===== src/rtl/reg_mask_sequencer.sv =====
// Register-mask walker: issues one register index per accepted transfer, lowest set bit first.
// Define REG_SEQ_DESCEND_EN to issue the highest set bit first instead (push-multiple order).
module reg_mask_sequencer #(
    parameter int IDX_W = 4,
    parameter int CNT_W = 5
) (
    input  logic                  clock,
    input  logic                  clear,
    input  logic                  start,
    input  logic [(1<<IDX_W)-1:0] mask,
    input  logic                  idx_ready,
    output logic                  idx_valid,
    output logic [IDX_W-1:0]      idx,
    output logic                  busy,
    output logic                  done,
    output logic [CNT_W-1:0]      count,
    output logic [1:0]            fsm_state
);
    localparam int NREGS = 1 << IDX_W;

    typedef enum logic [1:0] {
        IDLE = 2'd0,
        RUN  = 2'd1,
        DONE = 2'd2
    } state_t;

    state_t           state, state_nx;
    logic [NREGS-1:0] pending, pending_nx;
    logic [CNT_W-1:0] count_q, count_nx;
    logic [IDX_W-1:0] pick;
    logic [NREGS-1:0] pick_bit;
    logic [NREGS-1:0] remaining;

    // Priority pick: the last matching iteration wins, so scan order sets the priority.
    always_comb begin
        pick = '0;
`ifdef REG_SEQ_DESCEND_EN
        for (int i = 0; i < NREGS; i++) begin
            if (pending[i]) pick = IDX_W'(i);
        end
`else
        for (int i = NREGS - 1; i >= 0; i--) begin
            if (pending[i]) pick = IDX_W'(i);
        end
`endif
    end

    assign pick_bit  = NREGS'(1) << pick;
    assign remaining = pending & ~pick_bit;

    always_ff @(posedge clock or negedge clear) begin
        if (!clear) begin
            state   <= IDLE;
            pending <= '0;
            count_q <= '0;
        end else begin
            state   <= state_nx;
            pending <= pending_nx;
            count_q <= count_nx;
        end
    end

    // Handshake: an index transfers on a rising edge where idx_valid and idx_ready are both
    // high; while idx_valid is high and idx_ready is low, idx is held unchanged.
    always_comb begin
        state_nx   = state;
        pending_nx = pending;
        count_nx   = count_q;
        idx_valid  = 1'b0;
        idx        = '0;
        busy       = 1'b1;
        done       = 1'b0;
        case (state)
            IDLE: begin
                busy = 1'b0;
                if (start) begin
                    pending_nx = mask;
                    count_nx   = '0;
                    state_nx   = (mask != '0) ? RUN : DONE;
                end
            end
            RUN: begin
                idx_valid = 1'b1;
                idx       = pick;
                if (idx_ready) begin
                    pending_nx = remaining;
                    count_nx   = count_q + CNT_W'(1);
                    if (remaining == '0) state_nx = DONE;
                end
            end
            DONE: begin
                done     = 1'b1;
                state_nx = IDLE;
            end
            default: state_nx = IDLE;
        endcase
    end

    assign count     = count_q;
    assign fsm_state = state;

endmodule


===== config.mk =====
export PLATFORM = sky130hd
export DESIGN_NAME = reg_mask_sequencer
export DESIGN_NICKNAME = d
export VERILOG_FILES = /design/src/rtl/reg_mask_sequencer.sv
export SDC_FILE = /design/constraint.sdc
export NUM_CORES = 1
export LEC_CHECK = 0
export CAP_MARGIN = 15
export CORE_ASPECT_RATIO = 0.7
export CORE_MARGIN = 2
export CORE_UTILIZATION = 51
export DETAILED_ROUTE_END_ITERATION = 7
export PLACE_DENSITY_LB_ADDON = 0.15
export SETUP_SLACK_MARGIN = 0.05
export SKIP_CTS_REPAIR_TIMING = 1
export SLEW_MARGIN = 20
export SYNTH_ARGS = -nofsm -noshare
export SYNTH_HDL_FRONTEND = slang
export SYNTH_SLANG_ARGS = --single-unit

===== constraint.sdc =====
create_clock -name clock -period 2.7 [get_ports clock]
set_input_delay 0.675 -clock clock [delete_from_list [all_inputs] [get_ports clock]]
set_output_delay 0.675 -clock clock [all_outputs]
set_load 0.1 [all_outputs]

==> summary.txt <==
Routing
  • Vias per cell: 6.71
  • Post-detailed-route count of antenna-violating nets: 0
  • DRT Wirelength: about 5.6 mm
  • Vias: 1938
  • DRC errors left: 0
  • Post-DR wirelength/cell: 19.4 um
  • Number of iterations in the first detailed-routing pass: 5
  • Violation count after the first detailed-route iteration: 199

Pwr
  • Design internal power: 0.00121 W
  • Share of power burned in registers: 26.7%
  • Clock share of power: approximately 9%
  • Static leakage power: 0.883 nW
  • Max VDD drop: 0.777 mV
  • Power per Cell Area: 1100 nW/um^2
  • Switching power share of the total: 53.8%
  • Comb power frac: 64.2%
  • Reported net switching power: about 0.0014 W

Floorplanning
  • DIE HEIGHT: 51.6 um
  • Num ports: 34
  • Initial standard-cell utilization of the core: 52.7%
  • Number of rows created at floorplan: 17
  • Die ar.: between 3000 and 4000 um^2
  • Core ar.: 3130 um^2
  • Horizontal die dimension: roughly 70 um

Timing
  • Least-Margin Pin Slew: 0.746 ns
  • Fmax achieved: 362 MHz
  • Final setup violation count: 1
  • Setup Skew: 0.00563 ns
  • Number of max-slew violations in the final report: 0
  • Minimum clock period: 2.76 ns
  • Setup total negative slack: -0.0644 ns
  • Slew margin rel.: 49.0%
  • Final worst setup slack: -0.0644 ns
  • Fraction of the cycle the final worst path needs: 102%
  • Setup repair after global routing missed its margin: yes
  • Count of endpoints failing hold in the final timing report: 0

Global routing
  • Pin count of the biggest net entering global routing: 24
  • Wire length of the first global-routing pass: 8.27 mm
  • All-Layer GR Usage: 29.3%
  • Vias in the first global route: 1744
  • Antenna violations before repair: 0
  • Remaining global-route overflow: 0

Clock tree
  • Clock tree from TritonCTS: yes
  • Clock Latency Late Sink: between 0.2 and 0.3 ns
  • CTS Root Cell: sky130_fd_sc_hd__clkbuf_8
  • CTS sink count: 23
  • Clock slew at the register clock pins of the worst setup and hold paths: 0.09 ns
  • Buffers from clock root to sink, at most: 2
  • Number of H-tree levels: 1
  • Total clock buffers created by CTS: 3

Critical path
  • FF-to-FF End: fsm_state[0]
  • Critical path endpoint: idx[1]
  • Worst R2R Path Depth: 8
  • Critical path launch point type: register
  • Category of cells accounting for the largest share of critical-path delay: compound AO/OA/AOI/OAI gates
  • CP Data Required Time: slightly above 2 ns
  • Top fanout value on the critical path: 5
  • List of cells traversed by the critical path: or2_4 > a21o_1 > or2_4 > a2111oi_4 > buf_12
  • Logic depth of the worst path, buffers included: 5
  • WP buf/inv: 1
  • Endpoint arrival time on the critical path: approximately 2.1 ns
  • Crit-path most repeated cell: sky130_fd_sc_hd__or2_4
  • Cell with the largest stage delay on the worst path: sky130_fd_sc_hd__dfrtp_2
  • Slack of the worst reg-to-reg path: 0.05 ns
  • Worst Path Class, Setup: register to output port
  • Critical Path Max Stage Delay: roughly 0.44 ns
  • Critical Path Sink Type: output port
  • Reg-to-reg startpoint: pending[5]
  • Timing startpoint of the critical path: pending[5]

Synthesis
  • Synthesis Warnings: 0
  • Number of nets produced by synthesis: 221
  • Number of library cell types mapped by synthesis: 50
  • Most area-hungry cell type in the Yosys netlist: sky130_fd_sc_hd__dfrtp_1
  • Commonest cells in the netlist: sky130_fd_sc_hd__o21ai_0 (30), sky130_fd_sc_hd__nor2_1 (26), sky130_fd_sc_hd__dfrtp_1 (23), sky130_fd_sc_hd__nand2_1 (14), sky130_fd_sc_hd__a21oi_1 (12)
  • Flops & latches, synth: 23
  • Combinational family with the most area after synthesis: compound AO/OA/AOI/OAI gates
  • Share of the synthesized area in the top cell type: 34.9%
  • Mux cell area share after synthesis: 0.683%
  • Xor/xnor cell area share of the yosys netlist: under 10%
  • Most common cell in the synthesized netlist: sky130_fd_sc_hd__o21ai_0
  • Synth async-reset ratio: 100%
  • Count of flip-flops with a built-in enable after synthesis: 0
  • Synth Area in Compound Gates: 31.4%
  • Proportion of synthesized chip area in sequential cells: 34.9%
  • Post-synthesis adder-cell area fraction: 0.759%
  • Simple-gate share of the synthesized area: roughly a quarter
  • Synth Flop Type: sky130_fd_sc_hd__dfrtp_1
  • Number of instances in the synthesized netlist: 200
  • Cell area after technology mapping: 1650 um^2
  • Synth top area cells: sky130_fd_sc_hd__dfrtp_1 (35%), sky130_fd_sc_hd__o21ai_0 (9.1%), sky130_fd_sc_hd__nor2_1 (5.9%), sky130_fd_sc_hd__a21oi_1 (3.6%), sky130_fd_sc_hd__nand2_1 (3.2%)
  • Average footprint of a synthesized cell: 8.24 um^2

Layout
  • Area used by multi-input combinational logic: 1090 um^2
  • Core occupancy in the finished layout: 75.9%
  • Layout Area Growth over Synthesis: 44.0%
  • Register area: 591 um^2
  • Share of final-layout standard cells stronger than drive strength 1: 29.9%
  • Fill count: 227
  • Post-route insts no fill: 289
  • Post-Layout Inst Area: roughly 2400 um^2
  • Layout Nets: around 270
  • N_diodes: 0

Placement
  • Instance area at placement: 2210 um^2
  • Post-detailed-placement half-perimeter wirelength: approximately 4 mm
  • Number of placed instances, taps included: 279
  • # port buffers: 33
  • Placer's final routability congestion estimate: 0.983
  • Setup slack after placement: slightly below 0.08 ns

Worst hold path
  • Hold Crit Class: register to register
  • Hold wc startpoint: count[4]

Run status
  • Violated checks: setup timing
  • Result of the run: finished, violations left

Flow run
  • Number of maximum-capacitance constraint violations: 0
[logic make-up after synthesis]
group,count (synthesis)
multiplexers,1
adder cells (fa/ha/maj),1
flip-flops,23
AND/OR/NAND/NOR,78
XOR/XNOR,3
buffers and inverters,18
AO/OA/AOI/OAI,76
[per-stage QoR]
step / power, W / hold WS [ns]
3_5_place_dp: 0.00218 / 0.550
6_report: 0.00262 / 0.566
5_1_grt: 0.00272 / 0.582
4_1_cts: 0.00242 / 0.574
2_1_floorplan: 0.00170 / 0.379
3_3_place_gp: 0.00214 / 0.526
[registers in the layout (all words and copies together), names as in the netlist]
signal / count
pending: 16
count: 5
fsm_state: 2
[metal layers]
layer,global-route usage [%],up-vias,routed length (um)
li1,-,862,-
met1,40.5,914,2210
met2,46.8,139,2540
met3,6.40,23,733
met4,7.86,0,134
met5,0,-,0
[power groups by stage]
stage	Sequential, W	Combinational [W]	Clock, W
after floorplan	0.000858	0.000841	0
after global placement	0.000676	0.00147	0
after detailed placement	0.000690	0.00149	0
after CTS	0.000683	0.00149	0.000242
after global routing	0.000716	0.00175	0.000252
final	0.000698	0.00168	0.000238
[cell usage in the layout, fill, tap and decap left out, types with 5 or more instances in the layout]
| cell type | instances |
|---|---|
| sky130_fd_sc_hd__buf_4 | 31 |
| sky130_fd_sc_hd__o21ai_0 | 30 |
| sky130_fd_sc_hd__nor2_1 | 25 |
| sky130_fd_sc_hd__clkdlybuf4s50_1 | 19 |
| sky130_fd_sc_hd__nand2_1 | 13 |
| sky130_fd_sc_hd__dfrtp_1 | 13 |
| sky130_fd_sc_hd__a21oi_1 | 11 |
| sky130_fd_sc_hd__dfrtp_2 | 9 |
| sky130_fd_sc_hd__inv_1 | 7 |
| sky130_fd_sc_hd__buf_12 | 7 |
| sky130_fd_sc_hd__nor4_1 | 6 |
| sky130_fd_sc_hd__nand4_1 | 5 |
| sky130_fd_sc_hd__o31ai_1 | 5 |
[cell type report]
type / instances / area share, %
Sequential cell: 23 / 24.9
Tap cell: 38 / 2.00
Clock inverter: 1 / 0.316
Multi-Input combinational cell: 159 / 45.9
Timing Repair Buffer: 57 / 23.7
Inverter: 8 / 1.42
Clock buffer: 3 / 1.74
[how the worst min path moves through the flow]
stage | endpoint | slack (ns) | depth (start not counted)
after CTS | count[4] | 0.57 | 2
after floorplan | count[0] | 0.38 | 0
final | count[4] | 0.57 | 2
after global placement | count[4] | 0.53 | 2
after detailed placement | count[4] | 0.55 | 2
after global routing | count[4] | 0.58 | 2
[worst min-delay path, stage by stage, from the launching register on]
cell                      delay, ns
sky130_fd_sc_hd__dfrtp_1       0.38
sky130_fd_sc_hd__xor2_1        0.07
sky130_fd_sc_hd__nor2_1        0.08
No activity file was read; power rests on OpenSTA's default activity.
